`src/rtl/hazard_pkg.sv`:
```
// Shared definitions for the hazard/stall controller and forwarding unit.
// State codes, register constants and pipeline control bundles.
package hazard_pkg;

    localparam logic ST_RUN     = 1'b0;
    localparam logic ST_MD_WAIT = 1'b1;

    localparam logic [4:0] REG_ZERO = 5'd0;

    localparam logic [1:0] FWD_NONE  = 2'b00;
    localparam logic [1:0] FWD_EXMEM = 2'b01;
    localparam logic [1:0] FWD_MEMWB = 2'b10;

    typedef struct packed {
        logic pc_write;
        logic if_id_write;
        logic if_id_flush;
        logic id_ex_write;
        logic id_ex_bubble;
        logic ex_mem_bubble;
    } hz_ctrl_t;

    localparam hz_ctrl_t CTRL_RESET = '{
        pc_write: 1'b0, if_id_write: 1'b0, if_id_flush: 1'b1,
        id_ex_write: 1'b1, id_ex_bubble: 1'b1, ex_mem_bubble: 1'b1
    };

    // Mul/div holds the front of the pipe and drains EX/MEM.
    localparam hz_ctrl_t CTRL_MD = '{
        pc_write: 1'b0, if_id_write: 1'b0, if_id_flush: 1'b0,
        id_ex_write: 1'b0, id_ex_bubble: 1'b0, ex_mem_bubble: 1'b1
    };

    localparam hz_ctrl_t CTRL_BR = '{
        pc_write: 1'b1, if_id_write: 1'b1, if_id_flush: 1'b1,
        id_ex_write: 1'b1, id_ex_bubble: 1'b1, ex_mem_bubble: 1'b0
    };

    localparam hz_ctrl_t CTRL_LU = '{
        pc_write: 1'b0, if_id_write: 1'b0, if_id_flush: 1'b0,
        id_ex_write: 1'b1, id_ex_bubble: 1'b1, ex_mem_bubble: 1'b0
    };

    localparam hz_ctrl_t CTRL_RUN = '{
        pc_write: 1'b1, if_id_write: 1'b1, if_id_flush: 1'b0,
        id_ex_write: 1'b1, id_ex_bubble: 1'b0, ex_mem_bubble: 1'b0
    };

endpackage

```
`src/rtl/hazard_ctrl_load_use_detect.sv`:
```
// Load-use hazard detector: a load in EX whose destination is read in ID.
// Purely combinational; $zero is never a real dependency.
module load_use_detect
    import hazard_pkg::*;
(
    input  logic [4:0] if_id_rs,
    input  logic [4:0] if_id_rt,
    input  logic       id_uses_rs,
    input  logic       id_uses_rt,
    input  logic       id_ex_memRead,
    input  logic [4:0] id_ex_rt,
    output logic       lu
);

    logic hit_rs;
    logic hit_rt;

    assign hit_rs = id_uses_rs && (id_ex_rt == if_id_rs);
    assign hit_rt = id_uses_rt && (id_ex_rt == if_id_rt);

    assign lu = id_ex_memRead && (id_ex_rt != REG_ZERO) && (hit_rs || hit_rt);

endmodule

```
`src/rtl/hazard_ctrl.sv`:
```
// Pipeline hazard controller: load-use stalls, branch flushes and
// mul/div occupancy, plus saturating stall/flush counters.
module hazard_ctrl
    import hazard_pkg::*;
#(
    parameter int MD_LATENCY = 4,
    parameter int CNT_W      = 16
) (
    input  logic             clk,
    input  logic             rst,
    input  logic [4:0]       if_id_rs,
    input  logic [4:0]       if_id_rt,
    input  logic             id_uses_rs,
    input  logic             id_uses_rt,
    input  logic             id_ex_memRead,
    input  logic [4:0]       id_ex_rt,
    input  logic             ex_branch_taken,
    input  logic             ex_muldiv,
    output logic             pc_write,
    output logic             if_id_write,
    output logic             if_id_flush,
    output logic             id_ex_write,
    output logic             id_ex_bubble,
    output logic             ex_mem_bubble,
    output logic             muldiv_start,
    output logic [CNT_W-1:0] stall_cnt,
    output logic [CNT_W-1:0] flush_cnt
);

    localparam logic [7:0] MD_INIT = 8'(MD_LATENCY - 1);

    logic       state;
    logic       state_nxt;
    logic [7:0] md_cnt;
    logic [7:0] md_cnt_nxt;
    logic       stall_md;
    logic       lu;
    logic       sel_md;
    logic       sel_br;
    logic       sel_lu;
    hz_ctrl_t   ctrl;

    load_use_detect u_lu (
        .if_id_rs      (if_id_rs),
        .if_id_rt      (if_id_rt),
        .id_uses_rs    (id_uses_rs),
        .id_uses_rt    (id_uses_rt),
        .id_ex_memRead (id_ex_memRead),
        .id_ex_rt      (id_ex_rt),
        .lu            (lu)
    );

    always_ff @(posedge clk) begin
        if (rst) begin
            state  <= ST_RUN;
            md_cnt <= 8'd0;
        end else begin
            state  <= state_nxt;
            md_cnt <= md_cnt_nxt;
        end
    end

    always_comb begin
        state_nxt  = state;
        md_cnt_nxt = md_cnt;
        unique case (state)
            ST_RUN: begin
                if (ex_muldiv) begin
                    state_nxt  = ST_MD_WAIT;
                    md_cnt_nxt = MD_INIT;
                end
            end
            ST_MD_WAIT: begin
                if (md_cnt != 8'd0) begin
                    md_cnt_nxt = md_cnt - 8'd1;
                end else begin
                    state_nxt = ST_RUN;
                end
            end
        endcase
    end

    always_comb begin
        muldiv_start = 1'b0;
        stall_md     = 1'b0;
        unique case (state)
            ST_RUN: begin
                muldiv_start = ex_muldiv;
                stall_md     = ex_muldiv;
            end
            ST_MD_WAIT: begin
                stall_md = (md_cnt != 8'd0);
            end
        endcase
        if (rst) begin
            muldiv_start = 1'b0;
            stall_md     = 1'b0;
        end
    end

    // Selects are made mutually exclusive so the decoder encodes priority.
    assign sel_md = !rst && stall_md;
    assign sel_br = !rst && !stall_md && ex_branch_taken;
    assign sel_lu = !rst && !stall_md && !ex_branch_taken && lu;

    always_comb begin
        ctrl = CTRL_RUN;
        unique case (1'b1)
            rst:     ctrl = CTRL_RESET;
            sel_md:  ctrl = CTRL_MD;
            sel_br:  ctrl = CTRL_BR;
            sel_lu:  ctrl = CTRL_LU;
            default: ctrl = CTRL_RUN;
        endcase
    end

    assign pc_write      = ctrl.pc_write;
    assign if_id_write   = ctrl.if_id_write;
    assign if_id_flush   = ctrl.if_id_flush;
    assign id_ex_write   = ctrl.id_ex_write;
    assign id_ex_bubble  = ctrl.id_ex_bubble;
    assign ex_mem_bubble = ctrl.ex_mem_bubble;

    always_ff @(posedge clk) begin
        if (rst) begin
            stall_cnt <= '0;
            flush_cnt <= '0;
        end else begin
            if (!ctrl.pc_write && (stall_cnt != '1)) begin
                stall_cnt <= stall_cnt + CNT_W'(1);
            end
            if (ctrl.if_id_flush && (flush_cnt != '1)) begin
                flush_cnt <= flush_cnt + CNT_W'(1);
            end
        end
    end

endmodule

```
`config.mk`:
```
export PLATFORM = sky130hd
export DESIGN_NAME = hazard_ctrl
export DESIGN_NICKNAME = d
export VERILOG_FILES = /design/src/rtl/hazard_pkg.sv /design/src/rtl/hazard_ctrl_load_use_detect.sv /design/src/rtl/hazard_ctrl.sv
export SDC_FILE = /design/constraint.sdc
export NUM_CORES = 1
export LEC_CHECK = 0
export BUFFER_PORTS_ARGS = -buffer_cell sky130_fd_sc_hd__buf_2
export CAP_MARGIN = 20
export CORE_MARGIN = 3
export CORE_UTILIZATION = 30
export DETAILED_ROUTE_END_ITERATION = 6
export GPL_TIMING_DRIVEN = 0
export PLACE_DENSITY = 0.48
export SLEW_MARGIN = 5
export SYNTH_ARGS = -nofsm -noshare
export SYNTH_HDL_FRONTEND = slang
export SYNTH_SLANG_ARGS = --single-unit
```
`constraint.sdc`:
```
create_clock -name clk -period 2.5 [get_ports clk]
set_clock_uncertainty 0.15 [all_clocks]
set_input_delay 0.125 -clock clk [delete_from_list [all_inputs] [get_ports clk]]
set_output_delay 0.125 -clock clk [all_outputs]
set_load 0.02 [all_outputs]
```
Word-level counts from Yosys, hierarchy flattened
Index checks and enable logic that the tools add are counted.

$mul: 0. Order comparisons: 0. Div/mod/pow operators: 0. Shift operators: 0. Bitwise gates (word level): 1. Reduce and logical (&&, ||, !) cells: 19. Multiplexer cells: 11. Add/sub/neg operators: 3. Equality and inequality tests: 6.

Operator list (number): adder 16 x 1 -> 16 bit, second input constant (2); inequality test 16 bit, second input constant (2); case mux 6 bit (4 select lines) (1); 2-to-1 mux 8 bit (2); case mux 8 bit (2 select lines) (1); logical AND 1 bit (11); == test 5 bit (2); nonzero test 8 bit (1); subtractor 8 x 1 -> 8 bit, second input constant (1); 2-to-1 mux 1 bit (5); nonzero test 5 bit (1); zero test 1 bit (4); case mux 1 bit (2 select lines) (2); inequality test 2 x 1 -> 1 bit, second input constant (1); inequality test 2 bit, second input constant (1); AND reduction 2 bit (1); logical OR 1 bit (1); NOT 1 bit (1).

Memory bits (writable): 0. Memory bits (read-only): 0. Output and inout port bits: 39. Bits in latches: 0. Bits of input ports: 22. Flip-flop bits (word level): 41. Memories: 0.

Depth between registers and ports, before layout
Gate-level depths: netlist of the first run.

Depth in word-level cells: 10. Mapped depth: 10.

Hierarchy
A second synthesis of the first run with hierarchy kept.

Cell total of the unflattened synthesis: 275. Area, all modules: 2329.7 um2.

By module, submodules not included: hazard_ctrl (area an instance 2195.9 um2, sequential area each 820.8 um2, cells an instance 258, times used 1); load_use_detect (area an instance 133.9 um2, sequential area each 0.0 um2, cells an instance 17, times used 1).

Least setup slack after synthesis of the first run
Ideal clock, no wire load.

Kind: reg-to-output. Start point: register md_cnt[0]. End point: output pc_write. Required time: 2.225 ns. Data arrival time: 2.222 ns. Stages on the path, launching flop included: 9. Path slack: 0.003 ns. Buffers on the path: 1. Path through: dfxtp_1 inv_1 ha_1 or3b_2 o21ai_4 and2_1 inv_1 a31oi_1 buf_4.

Longest elaborated chain between the ends: 8. Elaborated cells between the ends (all ways): 10.

RTL lines: from (decl) (line hazard_ctrl.sv:34) `logic [7:0] md_cnt;`; from (signal assigned) (line hazard_ctrl.sv:59) `md_cnt <= md_cnt_nxt;`; nonzero test 8 bit (*) (line hazard_ctrl.sv:92) `stall_md = (md_cnt != 8'd0);`; case mux 1 bit (2 select lines) (*) (line hazard_ctrl.sv:86) `unique case (state)`; 2-to-1 mux 1 bit (*) (line hazard_ctrl.sv:95) `if (rst) begin`; zero test 1 bit (line hazard_ctrl.sv:103, hazard_ctrl.sv:104); logical AND 1 bit (line hazard_ctrl.sv:103, hazard_ctrl.sv:104); logical AND 1 bit (2 in series) (line hazard_ctrl.sv:104) `assign sel_lu = !rst && !stall_md && !ex_branch_taken && lu;`; case mux 6 bit (4 select lines) (*) (line hazard_ctrl.sv:108) `unique case (1'b1)`; to (decl) (line hazard_ctrl.sv:19) `output logic pc_write,`.

Every way passes the cells marked *; elsewhere a longest branch is shown, timed or not.

Worst setup path in the final report of the first run
Start point: register md_cnt[3]. End point: register flush_cnt[7].

Longest elaborated chain between the ends: 9. Elaborated cells between the ends (all ways): 11.

RTL lines: nonzero test 8 bit (*) (line hazard_ctrl.sv:92); case mux 1 bit (2 select lines) (*) (line hazard_ctrl.sv:86); 2-to-1 mux 1 bit (*) (line hazard_ctrl.sv:95); zero test 1 bit (line hazard_ctrl.sv:103, hazard_ctrl.sv:104); logical AND 1 bit (line hazard_ctrl.sv:103, hazard_ctrl.sv:104); logical AND 1 bit (2 in series) (line hazard_ctrl.sv:104); case mux 6 bit (4 select lines) (*) (line hazard_ctrl.sv:108); logical AND 1 bit (*) (line hazard_ctrl.sv:132) `if (ctrl.if_id_flush && (flush_cnt != '1)) begin`; to (signal assigned) (line hazard_ctrl.sv:133) `flush_cnt <= flush_cnt + CNT_W'(1);`; to (decl) (line hazard_ctrl.sv:27) `output logic [CNT_W-1:0] flush_cnt`.

Marks and branches as above. A chain may end at the register's enable or synchronous reset.

==> impl_metrics.yaml, run 1 <==
outcome:
  status: "completed"
yosys:
  synth_seq_cells: 41
  synth_edf_count: 0
  synth-async-reset-ratio: 0
  synth_cell_types: 44
  yosysWarnings: 0
  ys.flop_type: "dfxtp_1"
  postSynthCellCount: 259
  ys_seq_area_frac: 0.372
  avgSynthCellArea_um2: 8.53
  syn_nets: 285
  syn-cell-area_um2: 2210
pwr:
  clkPwrFrac: 0.275
  p_seq_frac: 0.459
  peakVddDrop_v: 0.000244
  power_switching_w: 0.000503
  power_switching_share: 0.312
  pwr_density_cell_nw_per_um2: 574
  p_comb_frac: 0.266
  leakage_nw: 1.09
  p_int_w: 0.00111
critical_path:
  startpoint_type: "register"
  reg2reg_from: "md_cnt[3]"
  critPathMaxFanout: 10
  rr_worst_depth: 8
  arrival_ns: 2.40
  reg2reg_to: "flush_cnt[7]"
  crit_slowest_cell: "or4_4"
  path_depth: 8
  required_ns: 2.51
  endpoint: "flush_cnt[7]"
  cp_common_cell: "buf_4"
  cpLargestDelayFamily: "simple AND/OR/NAND/NOR gates"
  slowest_delay_ns: 0.58
  end_kind: "register"
  crit_buf_inv: 2
  path_cells: "or4_4, o21ai_4, buf_4, a31oi_4, buf_4, nor4b_2, xnor2_1, nor2_1"
  regToRegSetupSlack_ns: 0.11
  critPathLaunch: "md_cnt[3]"
  crit_type: "register to register"
min_path:
  whs_path_depth: 4
  hold_class: "input pin to register"
timing:
  rsz0062_at_grt: "no"
  fin_crit_sh: 0.956
  hold_ws_ns: 0.0933
  fmax_mhz: 418
  fin_crit_ns: 2.39
  worst_pin_slew_ns: 0.570
  setup_violations: 0
  relSlewSlack: 0.620
  hold_violations: 0
  finalMaxSlewViolations: 0
clock_network:
  cts_tree: "done"
  tritoncts.num_buffers: 5
  cts_sinks: 41
  clk_latency_ns: 0.29
  h-tree-depth: 2
  hold_buffers: 0
  clk_path_buf_depth: 2
  clk_pin_slew_ns: 0.07
  cts_root_buf: "clkbuf_8"
placed_design:
  port_buffers: 59
  post-dp-hpwl_um: 4340
  placed_cell_area_um2: 2620
  place.gp.congestion: 0.751
  dp.cells: 414
grt:
  overflow: 0
  grt_pass1_wl_um: 9650
  antenna_found_initial: 0
  grt_pass1_vias: 1907
  grt_max_degree: 12
  grt.total_usage: 0.141
floorplanning:
  start_util: 0.316
  core.rowCount: 30
  die-area_um2: 8430
  core_area_um2: 6980
  io_pins: 61
  die_y_um: 91.8
  die_x_um: 91.8
flow_run:
  maxCapViolCount: 0
drt:
  remaining_drc_errors: 0
  wire_per_inst_um: 13.8
  drt-total-wl_um: 5950
  drt_iter0_drc: 49
  first_pass_iters: 4
  routed_via_density: 4.90
  ant_nets: 0
  vias: 2105
finish:
  final_cell_mix: "59 x buf_2, 41 x dfxtp_1, 27 x nor2_1"
  n_antenna_cell: 0
  syn_to_final_growth_pct: 27.3
  fin_cells: 430
  finalInstanceArea_um2: 2810
  layout_commonest_cell: "buf_2"
  layout.nets: 360
  final_util: 0.403
  drive_above_1_share: 0.296
## sequential cells by signal (all words and copies together), names as in the netlist
name       count
state          1
stall_cnt     16
flush_cnt     16
md_cnt         8
## worst reg2reg max path: cells and delay by family (launching register included)
family                 cells  cell delay [ns]
AO/OA/AOI/OAI              2             0.34
AND/OR/NAND/NOR            3             0.94
XOR/XNOR                   1             0.16
flip-flops                 1             0.34
buffers and inverters      2             0.34
## how the worst min path moves through the flow
stage | startpoint | to | slack, ns
after global routing | ex_branch_taken | flush_cnt[12] | 0.14
after global placement | stall_cnt[15] | stall_cnt[15] | 0.34
after detailed placement | stall_cnt[15] | stall_cnt[15] | 0.34
after CTS | ex_branch_taken | flush_cnt[12] | 0.08
final | ex_branch_taken | flush_cnt[12] | 0.09
after floorplan | ex_branch_taken | flush_cnt[12] | 0.19
## per-stage QoR
step | setup WS, ns | TNS [ns] | power (W)
final | 0.109 | 0 | 0.00161
after global routing | 0.00563 | 0 | 0.00172
after CTS | 0.0257 | 0 | 0.00161
after detailed placement | -0.0423 | -0.0551 | 0.00114
after global placement | -0.0686 | -0.107 | 0.00114
after floorplan | 0.00264 | 0 | 0.00104
## area by class of cell
cell class / count / area, um^2
buffer: 11 / 72.6
inverter: 8 / 30.0
multi-input combinational: 199 / 1320
sequential: 41 / 821
clock buffer: 7 / 86.3
fill: 757 / 4170
tap: 96 / 120
timing repair buffer: 68 / 365
## power groups by stage
stage	registers (W)	logic (W)	clock network, W
finish	0.000741	0.000429	0.000444
global route	0.000748	0.000484	0.000484
CTS	0.000740	0.000410	0.000463
detailed placement	0.000755	0.000389	0
global placement	0.000755	0.000389	0
floorplan	0.000764	0.000273	0
## what timing repair did
item | 4_1_cts | 5_1_grt
gates cloned | 0 | 1
endpoints found under the hold margin | 0 | 0
pin swaps | 1 | 3
endpoints found under the setup margin | 4 | 18
buffers inserted | 1 | 7
gates resized for setup | 5 | 6
## synth_stat cells (2+ instances only)
| cell | number | area (um^2) |
|---|---|---|
| nand3_1 | 11 | 55.1 |
| or2_2 | 3 | 18.8 |
| nor3b_1 | 2 | 15.0 |
| nor2_1 | 27 | 101 |
| nand2_1 | 18 | 67.6 |
| clkbuf_1 | 6 | 22.5 |
| nand4_1 | 11 | 68.8 |
| and3_1 | 5 | 31.3 |
| o21ai_1 | 2 | 10.0 |
| or3_1 | 12 | 75.1 |
| inv_1 | 8 | 30.0 |
| and4_1 | 2 | 17.5 |
| nor3_1 | 6 | 30.0 |
| nor4b_2 | 3 | 45.0 |
| xor2_1 | 7 | 61.3 |
| ha_1 | 4 | 50.1 |
| dfxtp_1 | 41 | 821 |
| o21ai_0 | 12 | 60.1 |
| nor4_1 | 3 | 18.8 |
| buf_6 | 2 | 22.5 |
| a21oi_1 | 19 | 95.1 |
| o31ai_1 | 5 | 37.5 |
| xnor2_1 | 24 | 210 |
| or4_1 | 6 | 45.0 |
## kinds of logic (layout without fill, tap and decap cells)
| family | after synthesis | in the layout | share of synthesized area |
|---|---|---|---|
| AND/OR/NAND/NOR | 117 | 117 | 0.299 |
| AO/OA/AOI/OAI | 46 | 46 | 0.133 |
| flip-flops | 41 | 41 | 0.372 |
| XOR/XNOR | 31 | 31 | 0.123 |
| buffers and inverters | 19 | 94 | 0.0465 |
| adder cells (fa/ha/maj) | 4 | 4 | 0.0227 |
| multiplexers | 1 | 1 | 0.00453 |
## per-layer routing
| metal | wire length (um) | global-route usage |
|---|---|---|
| met4 | 62 | 0.0408 |
| met5 | 0 | 0 |
| met1 | 2920 | 0.195 |
| met3 | 327 | 0.0361 |
| met2 | 2640 | 0.217 |
No activity file was read; power rests on OpenSTA's default activity.
==> run 2: changes to the inputs <==
--- a/config.mk
+++ b/config.mk
@@ -7,7 +7,7 @@
 export LEC_CHECK = 0
 export BUFFER_PORTS_ARGS = -buffer_cell sky130_fd_sc_hd__buf_2
 export CAP_MARGIN = 20
-export CORE_MARGIN = 3
+export CORE_MARGIN = 2
 export CORE_UTILIZATION = 30
 export DETAILED_ROUTE_END_ITERATION = 6
 export GPL_TIMING_DRIVEN = 0
==> constraint.sdc (replaced) <==
create_clock -name clk -period 2.3 [get_ports clk]
set_clock_uncertainty 0.15 [all_clocks]
set_input_delay 0.115 -clock clk [delete_from_list [all_inputs] [get_ports clk]]
set_output_delay 0.115 -clock clk [all_outputs]
set_load 0.02 [all_outputs]
==> impl_metrics.yaml, run 2 (synthesized netlist as in run 1, its figures left out) <==
grt:
  grt_pass1_wl_um: 9760
  grt_max_degree: 13
  grt_pass1_vias: 2028
  grt.total_usage: 0.146
  overflow: 0
  antenna_found_initial: 0
floorplanning:
  core_area_um2: 7180
  die_y_um: 89.8
  core.rowCount: 31
  die-area_um2: 8060
  die_x_um: 89.8
  io_pins: 61
  start_util: 0.308
drt:
  ant_nets: 0
  drt_iter0_drc: 62
  vias: 2138
  routed_via_density: 4.82
  remaining_drc_errors: 0
  wire_per_inst_um: 13.2
  drt-total-wl_um: 5880
  first_pass_iters: 4
placed_design:
  port_buffers: 59
  dp.cells: 417
  place_ws_ns: -0.244
  post-dp-hpwl_um: 4100
  place.gp.congestion: 0.807
  placed_cell_area_um2: 2640
finish:
  fin_cells: 444
  finalInstanceArea_um2: 3080
  n_antenna_cell: 0
  layout.nets: 370
  final_cell_mix: "57 x buf_2, 35 x dfxtp_1, 27 x nor2_1"
  top_regs: "flush_cnt (16), stall_cnt (16), md_cnt (8)"
  layout_commonest_cell: "buf_2"
  drive_above_1_share: 0.383
  syn_to_final_growth_pct: 39.3
clock_network:
  cts_root_buf: "clkbuf_8"
  cts_sinks: 41
  hold_buffers: 0
  clk_path_buf_depth: 2
  h-tree-depth: 2
  clk_latency_ns: 0.29
  tritoncts.num_buffers: 5
  cts_tree: "done"
  clk_pin_slew_ns: 0.08
timing:
  worst_pin_slew_ns: 0.593
  hold_ws_ns: 0.0758
  fin_crit_sh: 0.994
  layout_setup_ws_ns: 0.0137
  hold_violations: 0
  setup_violations: 0
  rsz0062_at_grt: "yes"
  finalMaxSlewViolations: 0
  setup_tns_ns: 0
  fmax_mhz: 437
  relSlewSlack: 0.604
  fin_crit_ns: 2.29
critical_path:
  end_kind: "output port"
  required_ns: 2.04
  cp_common_cell: "buf_6"
  regToRegSetupSlack_ns: 0.02
  cpLargestDelayFamily: "simple AND/OR/NAND/NOR gates"
  arrival_ns: 2.02
  path_cells: "or4_4, o21ai_4, and2_4, inv_4, a31oi_4, buf_6, buf_6"
  crit_buf_inv: 3
  crit_type: "register to output port"
  crit_slowest_cell: "or4_4"
  startpoint_type: "register"
  slowest_delay_ns: 0.56
  critPathMaxFanout: 4
pwr:
  pwr_density_cell_nw_per_um2: 617
  peakVddDrop_v: 0.000233
  leakage_nw: 1.20
min_path:
  hold_class: "input pin to register"
flow_run:
  maxCapViolCount: 0
outcome:
  status: "completed"
run 2: changes by cell type in the layout (fill, tap and decap cells not counted), sizes merged:
cell | before | now
buf | 73 | 82
clkinv | 0 | 1
a31oi | 2 | 3
run 2: final timing paths:
| path | start | endpoint | cells after the start |
|---|---|---|---|
| max | md_cnt[5] | pc_write | 7 |
| min | ex_branch_taken | flush_cnt[12] | 4 |
| max reg2reg | md_cnt[5] | stall_cnt[1] | 9 |
| min reg2reg | md_cnt[1] | md_cnt[1] | 2 |
run 2: timing repair:
action | 4_1_cts | 5_1_grt
pin swaps | 7 | 8
endpoints found under the setup margin | 32 | 32
setup buffers | 10 | 7
resized for setup | 22 | 29
gates cloned | 2 | 0
run 2: where the power goes:
part / total [W] / leakage, nW / switching, W / internal, W
registers: 0.000810 / 0.335 / 0.0000479 / 0.000762
clock network: 0.000533 / 0.0542 / 0.000261 / 0.000272
logic: 0.000555 / 0.815 / 0.000284 / 0.000271
total: 0.00190 / 1.20 / 0.000594 / 0.00130
run 2: worst register-to-register path: stages (launching register included):
cell,delay [ns]
dfxtp_2,0.33
or4_4,0.56
o21ai_4,0.19
buf_4,0.16
a21oi_4,0.06
a21oi_4,0.18
buf_6,0.16
buf_8,0.13
mux2i_1,0.18
nor2_1,0.05
run 2: metal layers:
layer  share of wire  up-vias  GRT usage
met4           0.012        0     0.0462
met5               0        -          0
met3           0.029       10     0.0327
met1            0.48      993      0.186
met2            0.48       37      0.246
li1                -     1098          -
run 2: metrics by stage:
| step | utilization | power (W) |
|---|---|---|
| 6_report | 0.429 | 0.00190 |
| 5_1_grt | 0.429 | 0.00201 |
| 4_1_cts | 0.407 | 0.00186 |
| 3_5_place_dp | 0.368 | 0.00125 |
| 3_3_place_gp | 0.368 | 0.00125 |
| 2_1_floorplan | - | 0.00113 |
run 2: cell type report:
class,instances,area (um^2)
clock buffer,7,96.3
buffer,11,80.1
clock inverter,1,5.00
multi-input combinational,200,1440
fill,735,4100
timing repair buffer,77,472
sequential,41,828
inverter,8,32.5
tap,99,124
